**src/rtl/pwm_gpio_pkg.sv**
```systemverilog
// Shared helpers for the pwm_gpio block: counter width derivation used by the
// top-level PWM core and the per-input debouncers.
package pwm_gpio_pkg;

   // Width needed to hold 0..n-1, never less than one bit.
   function automatic int unsigned cnt_width(input int unsigned n);
      return (n > 1) ? $clog2(n) : 1;
   endfunction

endpackage

```
**src/rtl/btn_debounce.sv**
```systemverilog
// One input lane: two-flop synchroniser, hold-time debounce counter, accepted
// level and a sticky rising-edge flag.
module btn_debounce
   import pwm_gpio_pkg::*;
#(
   parameter int unsigned DB_CYCLES = 65536,
   localparam int unsigned DBW = cnt_width(DB_CYCLES)
) (
   input  logic clk,
   input  logic rst_n,
   input  logic btn_i,
   input  logic clr_rise,
   output logic btn_o,
   output logic btn_rise
);

   logic           sync1_q, sync2_q;
   logic [DBW-1:0] cnt_q, cnt_d;
   logic           level_q, level_d;
   logic           rise_q, rise_d;
   logic           set_rise;

   always_comb begin
      cnt_d    = '0;
      level_d  = level_q;
      set_rise = 1'b0;
      // Counter only runs while the synchronised input disagrees with the
      // accepted level; any bounce back restarts the hold time.
      if (sync2_q != level_q) begin
         if (cnt_q == DBW'(DB_CYCLES - 1)) begin
            level_d  = sync2_q;
            set_rise = sync2_q;
         end else begin
            cnt_d = cnt_q + 1'b1;
         end
      end
      // Set has priority over a coincident clear so no edge is lost.
      rise_d = set_rise | (rise_q & ~clr_rise);
   end

   always_ff @(posedge clk or negedge rst_n) begin
      if (!rst_n) begin
         sync1_q <= 1'b0;
         sync2_q <= 1'b0;
         cnt_q   <= '0;
         level_q <= 1'b0;
         rise_q  <= 1'b0;
      end else begin
         sync1_q <= btn_i;
         sync2_q <= sync1_q;
         cnt_q   <= cnt_d;
         level_q <= level_d;
         rise_q  <= rise_d;
      end
   end

   assign btn_o    = level_q;
   assign btn_rise = rise_q;

endmodule

```
**src/rtl/pwm_gpio.sv**
```systemverilog
// General-purpose I/O block: CHANNELS double-buffered PWM outputs with
// period-aligned duty updates, plus INPUTS debounced inputs with edge flags.
module pwm_gpio
   import pwm_gpio_pkg::*;
#(
   parameter int unsigned CHANNELS  = 12,
   parameter int unsigned PWM_BITS  = 8,
   parameter int unsigned PRESCALE  = 96,
   parameter int unsigned INPUTS    = 4,
   parameter int unsigned DB_CYCLES = 65536,
   localparam int unsigned AW  = cnt_width(CHANNELS),
   localparam int unsigned PSW = cnt_width(PRESCALE)
) (
   input  logic                clk,
   input  logic                rst_n,
   input  logic                wr_en,
   input  logic [AW-1:0]       addr,
   input  logic [PWM_BITS-1:0] wdata,
   output logic [CHANNELS-1:0] pwm_o,
   input  logic [INPUTS-1:0]   btn_i,
   output logic [INPUTS-1:0]   btn_o,
   output logic [INPUTS-1:0]   btn_rise,
   input  logic [INPUTS-1:0]   clr_rise
);

   logic [PSW-1:0]      psc_q, psc_d;
   logic [PWM_BITS-1:0] cnt_q, cnt_d;
   logic                tick, wrap, addr_ok;

   logic [PWM_BITS-1:0] shadow_q [CHANNELS];
   logic [PWM_BITS-1:0] shadow_d [CHANNELS];
   logic [PWM_BITS-1:0] active_q [CHANNELS];
   logic [PWM_BITS-1:0] active_d [CHANNELS];
   logic [CHANNELS-1:0] pwm_q, pwm_d;

   // With PRESCALE == 1 the prescaler is pinned at zero and tick is constant.
   assign tick    = (psc_q == PSW'(PRESCALE - 1));
   assign wrap    = tick & (&cnt_q);
   assign addr_ok = (32'(addr) < CHANNELS);

   always_comb begin
      psc_d = tick ? '0 : psc_q + 1'b1;
      cnt_d = tick ? cnt_q + 1'b1 : cnt_q;
   end

   always_comb begin
      for (int i = 0; i < CHANNELS; i++) begin
         shadow_d[i] = (wr_en && addr_ok && (addr == AW'(i))) ? wdata : shadow_q[i];
         // Loading from shadow_d gives the write-on-wrap bypass for free.
         active_d[i] = wrap ? shadow_d[i] : active_q[i];
         pwm_d[i]    = (cnt_q < active_q[i]);
      end
   end

   always_ff @(posedge clk or negedge rst_n) begin
      if (!rst_n) begin
         psc_q <= '0;
         cnt_q <= '0;
         pwm_q <= '0;
         for (int i = 0; i < CHANNELS; i++) begin
            shadow_q[i] <= '0;
            active_q[i] <= '0;
         end
      end else begin
         psc_q <= psc_d;
         cnt_q <= cnt_d;
         pwm_q <= pwm_d;
         for (int i = 0; i < CHANNELS; i++) begin
            shadow_q[i] <= shadow_d[i];
            active_q[i] <= active_d[i];
         end
      end
   end

   assign pwm_o = pwm_q;

   for (genvar k = 0; k < INPUTS; k++) begin : g_btn
      btn_debounce #(
         .DB_CYCLES(DB_CYCLES)
      ) u_db (
         .clk      (clk),
         .rst_n    (rst_n),
         .btn_i    (btn_i[k]),
         .clr_rise (clr_rise[k]),
         .btn_o    (btn_o[k]),
         .btn_rise (btn_rise[k])
      );
   end

endmodule

```
**config.mk**
```make
export PLATFORM = sky130hd
export DESIGN_NAME = pwm_gpio
export DESIGN_NICKNAME = d
export VERILOG_FILES = /design/src/rtl/pwm_gpio_pkg.sv /design/src/rtl/btn_debounce.sv /design/src/rtl/pwm_gpio.sv
export SDC_FILE = /design/constraint.sdc
export NUM_CORES = 1
export LEC_CHECK = 0
export BUFFER_PORTS_ARGS = -buffer_cell sky130_fd_sc_hd__buf_4
export CAP_MARGIN = 40
export CORE_MARGIN = 2
export CORE_UTILIZATION = 35
export DETAILED_ROUTE_END_ITERATION = 12
export GPL_TIMING_DRIVEN = 0
export SETUP_SLACK_MARGIN = 0.5
export SYNTH_ARGS = -nofsm -noshare
export SYNTH_HDL_FRONTEND = slang
export SYNTH_SLANG_ARGS = --single-unit
```
**constraint.sdc**
```tcl
create_clock -name clk -period 2.8 [get_ports clk]
set_clock_uncertainty 0.15 [all_clocks]
set_input_delay 0.28 -clock clk [delete_from_list [all_inputs] [get_ports clk]]
set_output_delay 0.28 -clock clk [all_outputs]
set_load 0.01 [all_outputs]
```
==> flow_metrics.py <==
metrics = {
    "outcome": {
        "status": "completed",
    },
    "grt": {
        "antenna_found_initial": 1,
        "grt_usage_pct": 14.1,
        "grt_max_degree": 119,
        "grt-ovfl-total": 0,
        "grt_pass1_vias": 8742,
        "grt_first_pass_wirelength_mm": 46.6,
    },
    "synthesis": {
        "synth_edf_count": 0,
        "mappedNetlistArea_um2": 14100,
        "yosys.area.top_type": "dfrtp_1",
        "synth_cells": 1119,
        "async_flop_share_pct": 100,
        "syn_nets": 1232,
        "synth-main-ff-cell": "dfrtp_1",
        "ys_types": 34,
        "seq_area_frac_synth_pct": 53.3,
        "synth_warnings": 0,
        "synth_common_cells": "dfrtp_1, mux2_2, inv_1, nor2_1, ha_1",
        "avgSynthCellArea_um2": 12.6,
        "yosysMostFrequentCell": "dfrtp_1",
        "ys_seq_elements": 299,
        "synth_area_leaders": "dfrtp_1, mux2_2, ha_1, mux2_4, xnor2_1",
        "synth_top_area_share_pct": 53.3,
    },
    "timing": {
        "hold_viol_final": 0,
        "drv_slew": 0,
        "rsz0062_at_grt": "yes",
        "fin_setup_tns_ns": 0,
        "period_needed_ns": 2.30,
        "period_share_pct": 82.0,
        "setup_viol": 0,
        "clock.fmax_ghz": 0.435,
        "maxSlewHeadroom_pct": 40.2,
        "worst_pin_slew_ns": 0.893,
    },
    "route": {
        "firstDrtPassIters": 4,
        "met3_length_mm": 1.11,
        "num_vias": 8476,
        "drt-total-wl_mm": 28.7,
        "met1_length_mm": 13.8,
        "dr.first_iter.drc_count": 294,
        "routed.top_layer": "met4",
        "drt-wirelength-per-cell_um": 16.1,
        "wl_met2_mm": 13.1,
        "drt-vias-per-instance": 4.74,
        "drcViolationCount": 0,
        "final_antenna_net_count": 0,
    },
    "cts": {
        "clkSinkCount": 299,
        "clock_latency_ns": 0.52,
        "clkTransAtPathRegs_ns": 0.06,
        "cts_made_buffers": 34,
        "root_buffer": "clkbuf_16",
        "h-tree-depth": 2,
        "cts_tree": "done",
        "clock_path_buffers": 3,
    },
    "critical_path": {
        "end_kind": "flop",
        "start_kind": "flop",
        "arrival_ns": 2.54,
        "critical_path.max_stage_delay_ns": 0.36,
        "crit_type": "reg2reg",
        "cp.required_ns": 3.04,
        "worstPathCellList": "ha_2 -> nand4_1 -> nor3b_4 -> and4_1 -> buf_6 -> buf_12 -> buf_12 -> mux2_4",
        "crit_slowest_cell": "dfrtp_1",
        "critPathBufInv": 3,
        "path_common_cell": "buf_12",
        "cp_max_fo": 10,
        "crit_family": "simple AND/OR/NAND/NOR gates",
    },
    "final_layout": {
        "regArea_um2": 7490,
        "fillers": 3726,
        "num-nets-final": 1356,
        "drive_gt1_share_pct": 28.1,
        "area_growth_syn_to_layout_pct": 20.6,
        "fin_area_um2": 16900,
        "utilization_pct": 42.8,
        "multiInputGateArea_um2": 5980,
        "final_cells": 1790,
    },
    "power": {
        "pwr_density_cell_nw_per_um2": 575,
        "irDropWorstVdd_mv": 0.416,
        "power_leakage_nw": 7.78,
        "power.total_mw": 9.74,
    },
    "place": {
        "port-buffer-count": 42,
        "placedCellCount": 1699,
        "place_area_um2": 15300,
        "dpl.hpwl_mm": 18.5,
        "place.gp.congestion": 0.723,
    },
    "hold_path": {
        "min_path_type": "in2async",
    },
    "flow_run": {
        "maxCapViolCount": 0,
    },
    "floorplanning": {
        "die_y_um": 204,
        "core_area_um2": 39600,
        "row_count": 73,
        "dieWidth_um": 204,
        "initial_core_util_pct": 35.4,
        "ios": 43,
        "die-area_um2": 41800,
    },
}
-- cell usage in the layout (no fill, tap or decap), drive strengths merged, types with 13 or more instances in the layout --
cell and instances:
dlygate4sd3 17, xnor2 59, dfrtp 299, ha 90, nand2b 22, nand2 18, buf 91, nor3 17
a21o 36, a21oi 13, nand4 34, clkbuf 68, nor2 99, inv 105, nand3 24, mux2 197
-- per-stage QoR --
stage                     hold slack, ns  setup WS [ns]
after floorplan                   -0.166          0.628
after global placement             0.188          -1.37
after detailed placement           0.186          0.234
after CTS                          0.201          0.416
after global routing               0.214          0.376
final                              0.199          0.503
-- power by group --
| group | total, mW | internal [mW] | switching [mW] |
|---|---|---|---|
| sequential | 4.75 | 4.66 | 0.0934 |
| combinational | 0.656 | 0.329 | 0.327 |
| clock | 4.33 | 2.61 | 1.72 |
-- routing by layer --
metal	GRT usage (%)	vias to the layer above
li1	-	4097
met1	19.6	4213
met2	22.6	119
met3	2.47	47
met4	4.24	0
met5	0	-
-- area by class of cell --
cell class | count | share of cell area [%]
Timing Repair Buffer | 88 | 5.88
Inverter | 104 | 2.30
Antenna cell | 1 | 0.0148
Clock buffer | 51 | 6.05
Multi-Input combinational cell | 679 | 35.3
Clock inverter | 6 | 0.347
Sequential cell | 299 | 44.2
Tap cell | 525 | 3.88
Buffer | 37 | 2.07
-- state kept, by name (all words and copies together) (netlist names), 7 cells and up --
register / count
psc_q: 7
shadow_q: 96
pwm_o: 12
g_btn.u_db.cnt_q: 64
active_q: 96
cnt_q: 8
-- worst reg2reg max path, delay by kind of cell, from the launching register on --
family / cells / cell delay [ns]
adder cells (fa/ha/maj): 1 / 0.18
buffers and inverters: 3 / 0.48
AND/OR/NAND/NOR: 3 / 0.71
multiplexers: 1 / 0.31
flip-flops: 1 / 0.36
-- cell families (layout without fill, tap and decap cells) --
| family | Yosys count | count (layout) | synth area share [%] |
|---|---|---|---|
| compound gates | 81 | 81 | 4.20 |
| xor+xnor | 71 | 71 | 4.43 |
| fa+ha+maj | 90 | 90 | 8.01 |
| buf+inv | 141 | 286 | 4.76 |
| flops | 299 | 299 | 53.3 |
| mux | 197 | 197 | 16.9 |
| other cells | 0 | 1 | 0 |
| simple gates | 240 | 240 | 8.50 |
-- final timing paths --
check	depth (start not counted)	slack [ns]	from	end
worst max-delay path	8	0.50	psc_q[0]$_DFF_PN0_	active_q[3]$_DFFE_PN0P_
worst min-delay path	2	0.20	rst_n	shadow_q[42]$_DFF_PN0_
worst max register to register	8	0.50	psc_q[0]$_DFF_PN0_	active_q[3]$_DFFE_PN0P_
worst min register to register	0	0.20	g_btn[0].u_db.sync1_q$_DFF_PN0_	g_btn[0].u_db.sync2_q$_DFF_PN0_
max in group asynchronous	4	0.95	rst_n	cnt_q[4]$_DFFE_PN0N_
min in group clk	0	0.20	g_btn[0].u_db.sync1_q$_DFF_PN0_	g_btn[0].u_db.sync2_q$_DFF_PN0_
-- what timing repair did --
action / in CTS / in global routing
hold buffers: 17 / 0
hold endpoints to repair: 144 / 0
resized for setup: 16 / 29
setup endpoints to repair: 98 / 185
cloned: 2 / 3
pin swaps: 4 / 3
setup buffers: 6 / 5
Note: power is estimated with default switching activity, not from simulation.
